<file path="config.mk">
export PLATFORM = sky130hd
export DESIGN_NAME = downsamp_accum
export DESIGN_NICKNAME = d
export VERILOG_FILES = /design/src/rtl/downsamp_accum.sv
export SDC_FILE = /design/constraint.sdc
export NUM_CORES = 1
export LEC_CHECK = 0
export ABC_AREA = 1
export CORE_MARGIN = 3
export CORE_UTILIZATION = 50
export CTS_CLUSTER_DIAMETER = 30
export CTS_CLUSTER_SIZE = 24
export DETAILED_ROUTE_END_ITERATION = 12
export PLACE_DENSITY = 0.73
export SLEW_MARGIN = 10
export SYNTH_ARGS = -nofsm -noshare
export SYNTH_HDL_FRONTEND = slang
export SYNTH_SLANG_ARGS = --single-unit
</file>
<file path="constraint.sdc">
create_clock -name clk -period 4.19 [get_ports clk]
set_input_delay 0.838 -clock clk [delete_from_list [all_inputs] [get_ports clk]]
set_output_delay 0.838 -clock clk [all_outputs]
set_load 0.05 [all_outputs]
</file>
<file path="src/rtl/downsamp_accum.sv">
// downsamp_accum: multi-channel integrate-and-dump decimator with a one-entry output hold.
// Optional DOWNSAMP_DROPCNT_EN adds a saturating drop_cnt of discarded results.
module downsamp_accum #(
  parameter int DATA_WIDTH  = 12,
  parameter int SAMPLE_RATE = 2,
  parameter int CHANNELS    = 2
) (
  input  logic                                          clk,
  input  logic                                          rst_n,
  input  logic                                          en,
  input  logic                                          in_valid,
  input  logic [CHANNELS*DATA_WIDTH-1:0]                dataIn,
  input  logic                                          outbusy,
  output logic [CHANNELS*(DATA_WIDTH+SAMPLE_RATE)-1:0]  dsoutdata,
  output logic                                          out_en,
  output logic                                          overflow,
`ifdef DOWNSAMP_DROPCNT_EN
  output logic [7:0]                                    drop_cnt,
`endif
  output logic [((SAMPLE_RATE > 0) ? SAMPLE_RATE : 1)-1:0] frame_phase
);
  localparam int OW = DATA_WIDTH + SAMPLE_RATE;
  localparam int PW = (SAMPLE_RATE > 0) ? SAMPLE_RATE : 1;
  typedef enum logic {EMPTY, HELD} state_t;
  state_t state_q, state_d;
  logic [PW-1:0] phase_q, phase_d;
  logic [CHANNELS*OW-1:0] acc_q, acc_d, hold_q, hold_d, dout_q, dout_d, result;
  logic out_en_q, out_en_d, ovf_q, ovf_d;
  logic accept, dump, emit, load_hold, drop;
  assign accept = en & in_valid;
  // With SAMPLE_RATE=0 the last phase is 0, so every accept dumps
  assign dump = accept && (phase_q == PW'((1 << SAMPLE_RATE) - 1));
  for (genvar c = 0; c < CHANNELS; c++) begin : g_ch
    assign result[c*OW +: OW] = acc_q[c*OW +: OW] + OW'($signed(dataIn[c*DATA_WIDTH +: DATA_WIDTH]));
  end
  always_comb begin
    acc_d   = !accept ? acc_q : dump ? '0 : result;
    phase_d = !accept ? phase_q : dump ? '0 : phase_q + 1'b1;
  end
  always_ff @(posedge clk or negedge rst_n) begin
    if (!rst_n) state_q <= EMPTY;
    else        state_q <= state_d;
  end
  always_comb begin
    state_d = (state_q == EMPTY) ? ((dump && outbusy) ? HELD : EMPTY)
                                 : ((!outbusy && !dump) ? EMPTY : HELD);
  end
  // A held result always leaves before a newer one, preserving order
  always_comb begin
    emit      = !outbusy && (state_q == HELD || dump);
    load_hold = dump && ((state_q == EMPTY) ? outbusy : !outbusy);
    drop      = dump && outbusy && (state_q == HELD);
    dout_d    = emit ? ((state_q == HELD) ? hold_q : result) : dout_q;
    hold_d    = load_hold ? result : hold_q;
    out_en_d  = emit;
    ovf_d     = ovf_q | drop;
  end
  always_ff @(posedge clk or negedge rst_n) begin
    if (!rst_n) begin
      acc_q    <= '0;
      phase_q  <= '0;
      hold_q   <= '0;
      dout_q   <= '0;
      out_en_q <= 1'b0;
      ovf_q    <= 1'b0;
    end else begin
      acc_q    <= acc_d;
      phase_q  <= phase_d;
      hold_q   <= hold_d;
      dout_q   <= dout_d;
      out_en_q <= out_en_d;
      ovf_q    <= ovf_d;
    end
  end
`ifdef DOWNSAMP_DROPCNT_EN
  logic [7:0] cnt_q, cnt_d;
  assign cnt_d = (drop && !(&cnt_q)) ? cnt_q + 8'd1 : cnt_q;
  always_ff @(posedge clk or negedge rst_n) begin
    if (!rst_n) cnt_q <= '0;
    else        cnt_q <= cnt_d;
  end
  assign drop_cnt = cnt_q;
`endif
  assign dsoutdata   = dout_q;
  assign out_en      = out_en_q;
  assign overflow    = ovf_q;
  assign frame_phase = phase_q;
endmodule

</file>
After elaboration in Yosys (flattened, before gate mapping) --
Cells that the tools add are included.
Word-level totals: register bits after elaboration 89, output and inout bits 32
Cells by class: $add $sub $neg 3, eq/ne operators 1, mux-type cells 7, bitwise logic cells 2, reduce and logical (&&, ||, !) cells 9
Operators with widths (number):
- 2-to-1 mux 28 bit | 2
- adder 14 bit | 2
- logical AND 1 bit | 6
- 2-to-1 mux 1 bit | 4
- adder 2 x 1 -> 2 bit, second input constant | 1
- equality test 2 bit, second input constant | 1
- zero test 1 bit | 2
- 2-to-1 mux 2 bit | 1
- AND 1 bit | 1
- logical OR 1 bit | 1
- OR 1 bit | 1

Logic depth before layout (Yosys ltp) --
Gate-level depths: netlist of run 1.
depth after elaboration 6, depth in mapped cells 13, depth with buffers taken out 13

Worst setup path before layout of run 1 --
OpenSTA, ideal clock, no wires.
kind input-to-reg, start input dataIn[0], end register dout_q[12], in the netlist dsoutdata[12], setup time 0.118 ns, arrival time 2.117 ns, required time 4.072 ns, setup slack 1.955 ns, stages on the path 13, buffers on the path 0, cell sequence ha_1 inv_1 fa_1 inv_1 nand3_1 nand2_1 nand3_1 nand3_1 nand2_1 nand2_1 nand2_1 nand2_1 nand2_1
On the way: cells in the longest elaborated chain, start to end 2
Ends and longest elaborated chain:
- start: declaration | line 12 | input logic [CHANNELS*DATA_WIDTH-1:0] dataIn,
- adder 14 bit | line 34 | assign result[c*OW +: OW] = acc_q[c*OW +: OW] + OW'($signed(dataIn[c*DATA_WIDTH +: DATA_WIDTH]));
- 2-to-1 mux 28 bit | line 53 | dout_d = emit ? ((state_q == HELD) ? hold_q : result) : dout_q;
- end signal: assignment | line 70 | dout_q <= dout_d;
- end: declaration | line 27 | logic [CHANNELS*OW-1:0] acc_q, acc_d, hold_q, hold_d, dout_q, dout_d, result;
No other way between the ends. A chain may end at the register's enable or synchronous reset.

Worst setup path after layout of run 1 --
Same ends and word-level chain as after synthesis.

==> results of run 1 <==
worst max-delay path: stages:
cell and delay (ns):
clkdlybuf4s50_1 0.46, ha_1 0.19, inv_1 0.06, fa_1 0.40, inv_1 0.10, nand3_1 0.08, nand2_1 0.18, nand3_1 0.12
nand3_1 0.08, nand2_1 0.05, nand2_1 0.09, nand2_1 0.05, nand2_1 0.06, nand2_1 0.04
cells by family after synthesis:
family / count (synthesis) / synth area share
buffers and inverters: 112 / 0.0858
xor gates and xnor gates: 12 / 0.0202
and+or+nand+nor: 386 / 0.299
DFF: 89 / 0.428
adders and majority gates: 29 / 0.0726
AOI/OAI and AO/OA: 91 / 0.0945
cell type report:
class / count / area, um2 / share of cell area
flip-flops and latches: 89 / 2230 / 0.363
multi-input cells: 518 / 2530 / 0.412
well taps: 133 / 166 / 0.0271
repair buffers: 68 / 658 / 0.107
clock buffers: 10 / 128 / 0.0208
clock inverters: 6 / 91.3 / 0.0149
inverters: 91 / 342 / 0.0556
power by group through the flow:
stage	combinational [mW]	sequential (mW)	clock (mW)
after floorplan	1.50	1.93	0
after global placement	2.61	1.48	0
after detailed placement	2.68	1.49	0
after CTS	2.70	1.48	0.672
after global routing	3.04	1.52	0.710
final	2.70	1.48	0.664
state kept, by name, indices dropped and copies added (netlist names):
name / cells
state_q: 1
out_en: 1
frame_phase: 2
dsoutdata: 28
overflow: 1
hold_q: 28
acc_q: 28
cells in the final DEF, fill, tap and decap left out, types with 4 or more instances in the layout:
cell and count:
ha_1 27, a31oi_1 8, dfrtp_1 89, a21oi_1 31
buf_4 9, nor2_1 57, o21ai_1 15, inv_2 4
inv_1 86, o21ai_0 28, xnor2_1 9, nand4_1 8
nand2_1 264, nand3_1 52, clkbuf_8 9, clkdlybuf4s50_1 59
path summary, 6_finish.rpt:
| kind | start | to | slack (ns) | depth (start not counted) |
|---|---|---|---|---|
| worst max-delay path | dataIn[0] | dsoutdata[12]$_DFFE_PN0P_ | 1.64 | 14 |
| worst min-delay path | hold_q[16]$_DFFE_PN0P_ | hold_q[16]$_DFFE_PN0P_ | 0.49 | 2 |
| worst max register to register | acc_q[0]$_DFFE_PN0P_ | dsoutdata[12]$_DFFE_PN0P_ | 2.23 | 13 |
| min in group asynchronous | rst_n | hold_q[9]$_DFFE_PN0P_ | 0.59 | 1 |
| worst min register to register | hold_q[16]$_DFFE_PN0P_ | hold_q[16]$_DFFE_PN0P_ | 0.49 | 2 |
| max in group asynchronous | rst_n | hold_q[17]$_DFFE_PN0P_ | 2.73 | 2 |
per-layer routing:
metal	global-route usage	share of wire	vias up
li1	-	-	2392
met1	0.346	0.47	2232
met2	0.365	0.45	146
met3	0.0358	0.056	20
met4	0.0875	0.018	0
met5	0	0	-
==> impl_metrics.csv, run 1 <==
group,metric,value,unit
outcome,status,"completed",
sta,finalMaxSlewViolations,0,
sta,achievable-frequency,392,MHz
finish,drive_gt1_frac,0.0396,
yosys,count_leader_synth,"nand2_1",
flow_run,timing.max_cap.violations,0,
cts,clk_path_buf_depth,2,
place,dpl.hpwl,8910,um
floorplanning,start_util,0.523,
floorplanning,design.core.area,0.00995,mm2
finish,utilization,0.617,
global_route,global_route.overflow_total,0,
yosys,synth_largest_area_cell,"dfrtp_1",
place,gp_routability_congestion,0.955,
floorplanning,die_w,108,um
place,placedInstanceArea,0.00592,mm2
yosys,post_synthesis_cell_area,0.00520,mm2
sta,final_worst_clock_skew,0.0152,ns
sta,post-route-min-period,2.55,ns
yosys,netlist_top_cells_area,"dfrtp_1 (43%), nand2_1 (19%), ha_1 (6.5%), inv_1 (6.2%), nand3_1 (5.0%)",
route,post_drt_via_cell_ratio,5.23,
power_and_ir_drop,power.share.sequential,0.305,
floorplanning,fp-row-count,36,
power_and_ir_drop,power.share.switching,0.478,
yosys,synthFlopType,"dfrtp_1",
critical_path,cp-end-kind,"flip-flop",
yosys,mappedNetlistNets,777,
sta,postLayoutSetupSlackWorst,1.64,ns
finish,antennaDiodeCount,0,
power_and_ir_drop,pwr_density_cell,789,mW/mm2
cts,cts_tree,"done",
floorplanning,die-area,0.0117,mm2
global_route,grt_use_total,0.239,
power_and_ir_drop,peakVddDrop,0.000402,V
global_route,grt_first_pass_wirelength,22200,um
cts,cts_setup_buffers,0,
finish,stdcell_area,0.00614,mm2
floorplanning,num_io_pins,61,
yosys,ys_warn_count,0,
yosys,synth_seq_area_share,0.428,
cts,cts_hold_buf,0,
place,post-place-ws,1.32,ns
critical_path,critical_path_required,4.45,ns
finish,finish.net_count,835,
route,drc,0,
sta,grt_setup_unrepaired,"false",
route,via_count,4790,
route,drtAntennaViolNets,0,
finish,layout_stage_area_growth_over_the_synthesis_result,18.0,%
critical_path,start_kind,"input port",
yosys,synth_common_cells,"nand2_1 (264), dfrtp_1 (89), inv_1 (86)",
yosys,synth_top_area_frac,0.428,
yosys,number_of_flip_flops_and_latches_in_the_synthesized_netlist,89,
power_and_ir_drop,p_comb_frac,0.558,
route,first_iter_violations,317,
sta,fin_tns_setup,0,ns
critical_path,timing.critical_path.arrival,2.80,ns
cts,post_cts_resize_count,0,
power_and_ir_drop,design_power_total,4.85,mW
critical_path,crit_path_max_fanout,4,
yosys,syn_inst,719,
cts,cts_num_sinks,89,
cts,htree_num_levels,3,
global_route,grt_antenna_before_repair,0,
route,totalWireLength,13100,um
power_and_ir_drop,leakagePower,3.32,nW
cts,cts_inserted_buffers,9,
yosys,synth.lib_cells_used.distinct,30,
finish,post_layout_nonfiller_instances,915,
critical_path,critical_path_class,"input port to flip-flop",
power_and_ir_drop,part_of_the_total_power_dissipated_in_the_clock_network,0.137,
sta,setup_viol,0,
yosys,syn_area_per_cell,7.24,um2
cts,clk_pin_slew,0.10,ns
sta,timing.hold.ws,0.486,ns
route,drt_pre_antenna_iters,5,
power_and_ir_drop,power_report.internal_total,2.53,mW
route,drt-wirelength-per-cell,14.3,um
yosys,synthArstFlopShare,1.00,
worst_hold_path,hp-class,"flip-flop to flip-flop",
sta,hold_viol,0,
global_route,grt_max_degree,69,
cts,insertion_delay,0.37,ns
cts,clk_root_buffer_cell,"clkbuf_8",
yosys,synth-edff-count,0,
place,dp_cells,899,
sta,worst_pin_slew,0.910,ns
finish,filler_cell_count,908,
sta,slew-limit-headroom,0.394,
global_route,first_global_vias,4641,
place,buffer_ports.inserted,60,
sta,period_share,0.608,
floorplanning,height_of_the_chip,108,um
power_and_ir_drop,power.net_switching,2.31,mW
Note: power is estimated with default switching activity, not from simulation.
==> run 2: changes to the inputs <==
Clock period 4.19 ns to 2.4 ns, I/O delays scaled along.
==> impl_metrics.csv, run 2 (synthesis gave the netlist of run 1 again) <==
group,metric,value,unit
outcome,status,"completed",
floorplanning,die-area,0.0117,mm2
route,met1_length,5840,um
cts,cts_inserted_buffers,9,
route,totalWireLength,12900,um
cts,clk_pin_slew,0.08,ns
finish,stdcell_area,0.00629,mm2
floorplanning,fp-row-count,36,
sta,final_worst_clock_skew,0.0118,ns
route,routed.top_layer,"met4",
critical_path,start_kind,"input port",
critical_path,r2r-end,"hold_q[26]$_DFFE_PN0P_",
sta,finalMaxSlewViolations,0,
global_route,grt_first_pass_wirelength,22100,um
power_and_ir_drop,leakagePower,3.42,nW
critical_path,cp-end-kind,"flip-flop",
route,drt_pre_antenna_iters,5,
critical_path,setup.reg_to_reg.worst_slack,0.49,ns
floorplanning,die_w,108,um
route,met3RoutedLength,835,um
finish,finish.net_count,852,
finish,post_layout_nonfiller_instances,932,
cts,clk_root_buffer_cell,"clkbuf_8",
sta,setup_viol,0,
critical_path,crit_path_max_fanout,3,
cts,cts_tree,"done",
global_route,grt_use_total,0.235,
floorplanning,num_io_pins,61,
sta,timing.hold.ws,0.0559,ns
sta,post-route-min-period,2.14,ns
cts,insertion_delay,0.35,ns
critical_path,critical_path_class,"input port to flip-flop",
sta,fin_tns_setup,0,ns
route,met2RoutedLength,6070,um
floorplanning,start_util,0.523,
sta,slew-limit-headroom,0.626,
sta,grt_setup_unrepaired,"false",
power_and_ir_drop,peakVddDrop,0.000911,V
cts,htree_num_levels,3,
flow_run,timing.max_cap.violations,0,
place,dpl.hpwl,9550,um
route,post_drt_via_cell_ratio,5.17,
finish,antennaDiodeCount,0,
finish,layout_stage_area_growth_over_the_synthesis_result,20.9,%
floorplanning,design.core.area,0.00995,mm2
finish,drive_gt1_frac,0.0613,
global_route,grt_antenna_before_repair,0,
sta,hold_viol,0,
route,drtAntennaViolNets,0,
cts,cts_hold_buf,0,
sta,worst_pin_slew,0.557,ns
place,gp_routability_congestion,0.882,
global_route,grt_max_degree,42,
place,placedInstanceArea,0.00608,mm2
route,drt-wirelength-per-cell,13.8,um
floorplanning,height_of_the_chip,108,um
sta,achievable-frequency,467,MHz
cts,cts_setup_buffers,0,
cts,cts_num_sinks,89,
place,dp_cells,916,
critical_path,worst-r2r-cell-count,11,
power_and_ir_drop,pwr_density_cell,1360,mW/mm2
route,drc,0,
finish,mostFrequentLayoutCells,"nand2_1 (264), dfrtp_1 (89), inv_1 (86), clkdlybuf4s50_1 (59), nor2_1 (57)",
global_route,first_global_vias,4664,
finish,mostFrequentLayoutCell,"nand2_1",
route,via_count,4821,
global_route,global_route.overflow_total,0,
critical_path,r2r-start,"acc_q[14]$_DFFE_PN0P_",
critical_path,critical_path_required,2.63,ns
critical_path,timing.critical_path.arrival,2.37,ns
route,first_iter_violations,293,
cts,post_cts_resize_count,0,
sta,period_share,0.893,
place,buffer_ports.inserted,60,
worst_hold_path,hp-class,"input port to asynchronous set/reset pin",
cts,clk_path_buf_depth,2,
-- run 2: cell count changes in the layout (fill, tap and decap cells not counted) --
cell        delta
buf_4         +15
buf_12         +2
clkbuf_8       +2
bufinv_16      -1
clkbuf_1       -1
clkinv_4       +1
clkinvlp_4     -1
-- run 2: worst max path at each step --
stage	endpoint	cells past startpoint	from	slack [ns]
final	hold_q[26]$_DFFE_PN0P_	12	dataIn[12]	0.26
after global routing	hold_q[26]$_DFFE_PN0P_	12	dataIn[12]	0.10
after CTS	hold_q[26]$_DFFE_PN0P_	12	dataIn[12]	0.30
after detailed placement	dsoutdata[12]$_DFFE_PN0P_	14	dataIn[0]	-0.06
after global placement	dsoutdata[12]$_DFFE_PN0P_	14	dataIn[0]	-0.05
after floorplan	dsoutdata[12]$_DFFE_PN0P_	13	dataIn[0]	0.52
-- run 2: layout make-up --
cell class	count	area [um2]
fillers	926	3660
multi-input cells	518	2530
flip-flops and latches	89	2230
repair buffers	85	811
inverters	91	342
well taps	133	166
clock buffers	11	151
clock inverters	5	62.6
-- run 2: metal layers --
layer,up-vias,global-route usage
li1,2423,-
met1,2233,0.334
met2,151,0.381
met3,14,0.0388
met4,0,0.0514
met5,-,0
-- run 2: power by group --
part           switching, mW  leakage, nW  internal [mW]
Clock                  0.554        0.102          0.544
Sequential             0.420         1.10           2.19
Combinational           3.11         2.21           1.77
-- run 2: worst max-delay path, cell delays in order --
cell and delay [ns]:
clkdlybuf4s50_1 0.46, ha_1 0.16, inv_1 0.06, fa_1 0.44, inv_1 0.15, nand3_1 0.09
nand3_1 0.09, nand3_1 0.11, nand3_1 0.11, nand2_1 0.08, nand3_1 0.06, o21ai_0 0.08
-- run 2: through the flow --
step	power, mW	setup slack, ns	util
after global routing	9.32	0.102	0.632
final	8.58	0.257	0.632
after detailed placement	7.48	-0.0645	0.610
after floorplan	5.98	0.523	-
after global placement	7.34	-0.0495	0.610
after CTS	8.62	0.301	0.632
==> run 3: changes to the inputs <==
Settings changed: SLEW_MARGIN 10 to unset.
==> results of run 3 <==
Same layout as run 2: the final DEF is identical, and so are final timing and power.
==> variant 1, RTL diff (settings of run 2) <==
Set the parameter `DATA_WIDTH` to 24 (it was 12).
--- a/src/rtl/downsamp_accum.sv
+++ b/src/rtl/downsamp_accum.sv
@@ -3,3 +3,3 @@
 module downsamp_accum #(
-  parameter int DATA_WIDTH  = 12,
+  parameter int DATA_WIDTH  = 24,
   parameter int SAMPLE_RATE = 2,
Ports: changed (resized dataIn and dsoutdata); port bits go from 61 to 109. The function was not compared with the original's and may differ.
==> variant 1 against run 2 <==
Power increased by 120%. Die area increased by 89%. Synthesized area increased by 95%. Design area increased by 110%. Wire length increased by 120%. Sequential cell count increased by 72. Fmax decreased by 3.8%. Worst setup slack got worse by 84 ps. Sequential power increased by 83%. Clock power increased by 140%. Non-clock buffer count increased by 154.
==> variant 1: results <==
[detailed_routing]
wirelength_um = 29000
wl_met1_um = 14010
wl_met2_um = 13010
drt-initial-drc-count = 735
viasPerCell = 5.038
wl_met3_um = 1713

[timing]
hold_viol_final = 0
fin_skew_ps = 10.68
maxSlewViolCount = 0
worst_pin_slew_ps = 552.7

[yosys]
synthFlopType = dfrtp_1
synth_area_leaders = dfrtp_1, nand2_1, inv_1, ha_1, o21ai_0
ys_types = 32
synth_common_cells = nand2_1, inv_1, dfrtp_1
ys_seq_area_share_pct = 39.75
syn_nets = 1607

[die]
rows = 51

[run_status]
outcome = complete, no violations

[worst_hold_path]
min_path_cells = 2
hp-start = dsoutdata[45]$_DFFE_PN0P_
hold_class = flip-flop to flip-flop

[final_layout]
diodes = 0
nFillCells = 1743
drive_above_1_share_pct = 10.64
nets = 1823

[cts]
clk_pin_slew_worst_paths_ps = 60
post_cts_resized = 0
hold_buffers = 1
cts_root_buf = clkbuf_16
insertion_delay_ps = 430
numCtsBuffers = 17
h-tree-depth = 4

[global_routing]
antenna_found_initial = 0
grt_pass1_vias = 9473
grt_pass1_wl_um = 47620
met2_usage_pct = 42.11
grt_max_degree = 52
use_met3_pct = 4.662
grt_use_total_pct = 27.08
grt_use_met1_pct = 40.41

[place]
portBuffers = 108
gp_congestion = 0.9701
place_ws_ps = -414.5
dp_hpwl_um = 21590

[critical_path]
critPathArrivalTime_ps = 2550
r2r_cells = 10
regToRegEndpoint = dsoutdata[19]$_DFFE_PN0P_
cp_slowest_stage_delay_ps = 490
worstPathMaxFanout = 4
r2r_start = acc_q[7]$_DFFE_PN0P_
rrSetupSlack_ps = 300
cp_top_family = simple AND/OR/NAND/NOR gates

[power_and_ir_drop]
peakVddDrop_uv = 1130
p_comb_share_pct = 60.1
seq_power_share_pct = 25.8
p_leak_uw = 0.007229
p_per_area_nw_per_um2 = 1420
p_sw_uw = 8793
## variant 1: final cells by class
| type | instances | share of cell area, % |
|---|---|---|
| clock buffers | 18 | 3.293 |
| clock inverters | 14 | 0.9313 |
| inverters | 223 | 6.423 |
| multi-input cells | 1075 | 39.35 |
| flip-flops and latches | 161 | 30.92 |
| well taps | 265 | 2.544 |
| repair buffers | 239 | 16.54 |
## variant 1: how the worst max path moves through the flow
| stage | startpoint | to | slack, ps | cells after the start |
|---|---|---|---|---|
| floorplan | dataIn[24] | dsoutdata[42]$_DFFE_PN0P_ | 370 | 14 |
| CTS | dataIn[24] | dsoutdata[50]$_DFFE_PN0P_ | 30 | 16 |
| global route | dataIn[7] | dsoutdata[21]$_DFFE_PN0P_ | 3 | 14 |
| detailed placement | dataIn[24] | dsoutdata[50]$_DFFE_PN0P_ | -410 | 16 |
| global placement | dataIn[24] | dsoutdata[50]$_DFFE_PN0P_ | -360 | 16 |
| finish | dataIn[24] | dsoutdata[42]$_DFFE_PN0P_ | 170 | 15 |
## variant 1: worst register-to-register path: stages, from the launching register on
cell and delay (ps):
dfrtp_1 390, ha_1 360, nand2_1 110, buf_4 140, nor2_1 170, buf_4 160, nand4_1 230, nand4_1 220
nand3_1 100, nand2_1 80, nand2_1 50
## variant 1: cells by family after synthesis
family | synth area share, %
and+or+nand+nor | 31.23
xor gates and xnor gates | 1.901
adders and majority gates | 6.691
buffers and inverters | 10.07
DFF | 39.75
AOI/OAI and AO/OA | 10.35
## variant 1: per-stage QoR
step	instances	hold WS, ps	cell area, um2
after floorplan	1501	184.4	10130
after global placement	1961	413.1	12420
after detailed placement	1961	415.3	12420
after CTS	1994	482.4	12980
after global routing	1995	497.8	13030
final	1995	477.6	13030
==> variant 2, RTL diff (flow settings as in run 2) <==
Without the edit above. The output `out_en` loses its register stage (`out_en_q` becomes a continuous assignment).
--- a/src/rtl/downsamp_accum.sv
+++ b/src/rtl/downsamp_accum.sv
@@ -63,3 +63,2 @@
       dout_q   <= '0;
-      out_en_q <= 1'b0;
       ovf_q    <= 1'b0;
@@ -70,3 +69,2 @@
       dout_q   <= dout_d;
-      out_en_q <= out_en_d;
       ovf_q    <= ovf_d;
@@ -74,2 +72,4 @@
   end
+
+  assign out_en_q = out_en_d;
 `ifdef DOWNSAMP_DROPCNT_EN
Formal check against the unedited RTL: not equivalent (a bounded check fails within 4 cycles, from zero or initial values and one cycle with rst_n low).
==> variant 2 against run 2 <==
Combinational power down 2%. Count of clock-buffer cells in the layout unchanged. Clock power down 9.9%. Sequential cell count down 1. Sequential power down 2%. First-iteration DRC count down 35%. Power down 2.6%. Synthesized area down 0.31%. Worst setup slack better by 23 ps. Wire length down 1.6%. Clock skew down 5.0 ps. Synthesized cell count down 0.14%. Largest cell class unchanged. Design area down 1.4%.
==> variant 2: results <==
[global_routing]
grt_use_met1_pct = 32.71
met2_usage_pct = 36.86
use_met3_pct = 4.439
grt_pass1_vias = 4372
grt_pass1_wl_um = 21180
grt_use_total_pct = 22.99
grt_max_degree = 54

[run_status]
outcome = complete, no violations

[final_layout]
fin_util_pct = 62.60
multiInputGateArea_um2 = 2525
layout.nonclk_buf_share_pct = 12.42
n_all_inverters = 93
nFillCells = 917
buffers = 80
drive_above_1_share_pct = 5.801
nets = 846
seq_share_pct = 35.50
nMultiInputCombCells = 516

[timing]
fin_skew_ps = 6.801
slew_headroom_pct = 58.07

[yosys]
ys_seq_area_share_pct = 42.44
ys_types = 32
synth_xor_area_share_pct = 2.026
yosys.area_share.adder_pct = 7.282
synth_compound_area_share_pct = 9.670
synth_area_leaders = dfrtp_1, nand2_1, ha_1, inv_1, nand3_1
synth_cells = 718
synth_common_cells = nand2_1, inv_1, dfrtp_1

[critical_path]
cp_top_family = simple AND/OR/NAND/NOR gates
worstPathMaxFanout = 4

[detailed_routing]
wl_met2_um = 5909
vias = 4684
wirelength_um = 12700
wl_met3_um = 558
viasPerCell = 5.058
wl_met1_um = 6134

[power_and_ir_drop]
pg_clk_uw = 991
peakVddDrop_uv = 748.8
p_leak_uw = 0.003376
p_comb_share_pct = 57.4

[cts]
cts_root_buf = clkbuf_8
clock-sinks = 88

[place]
gp_congestion = 0.9042
placed_cells = 910
dp_hpwl_um = 9282
place_ws_ps = -83.41
dpl_cell_area_um2 = 6013

[die]
die-area_um2 = 11640
[variant 2: cell count changes in the layout (fill, tap and decap cells not counted), sizes merged]
cell and delta:
dfrtp -1, clkinvlp -1, nand2 -3, a22o -1
inv +3, a31oi -1, clkinv +1, bufinv -1
nor2 -1, buf -4, o21ai +5, clkdlybuf4s50 -1
nand3 -1
[variant 2: worst paths after layout]
path | from | to | slack [ps] | cells past startpoint
max in group asynchronous | rst_n | acc_q[26]$_DFFE_PN0P_ | 1660 | 2
worst max register to register | acc_q[0]$_DFFE_PN0P_ | dsoutdata[12]$_DFFE_PN0P_ | 490 | 13
worst min register to register | hold_q[2]$_DFFE_PN0P_ | hold_q[2]$_DFFE_PN0P_ | 480 | 2
worst max-delay path | dataIn[0] | dsoutdata[12]$_DFFE_PN0P_ | 280 | 14
min in group clk | hold_q[2]$_DFFE_PN0P_ | hold_q[2]$_DFFE_PN0P_ | 480 | 2
worst min-delay path | rst_n | dsoutdata[0]$_DFFE_PN0P_ | 70 | 1
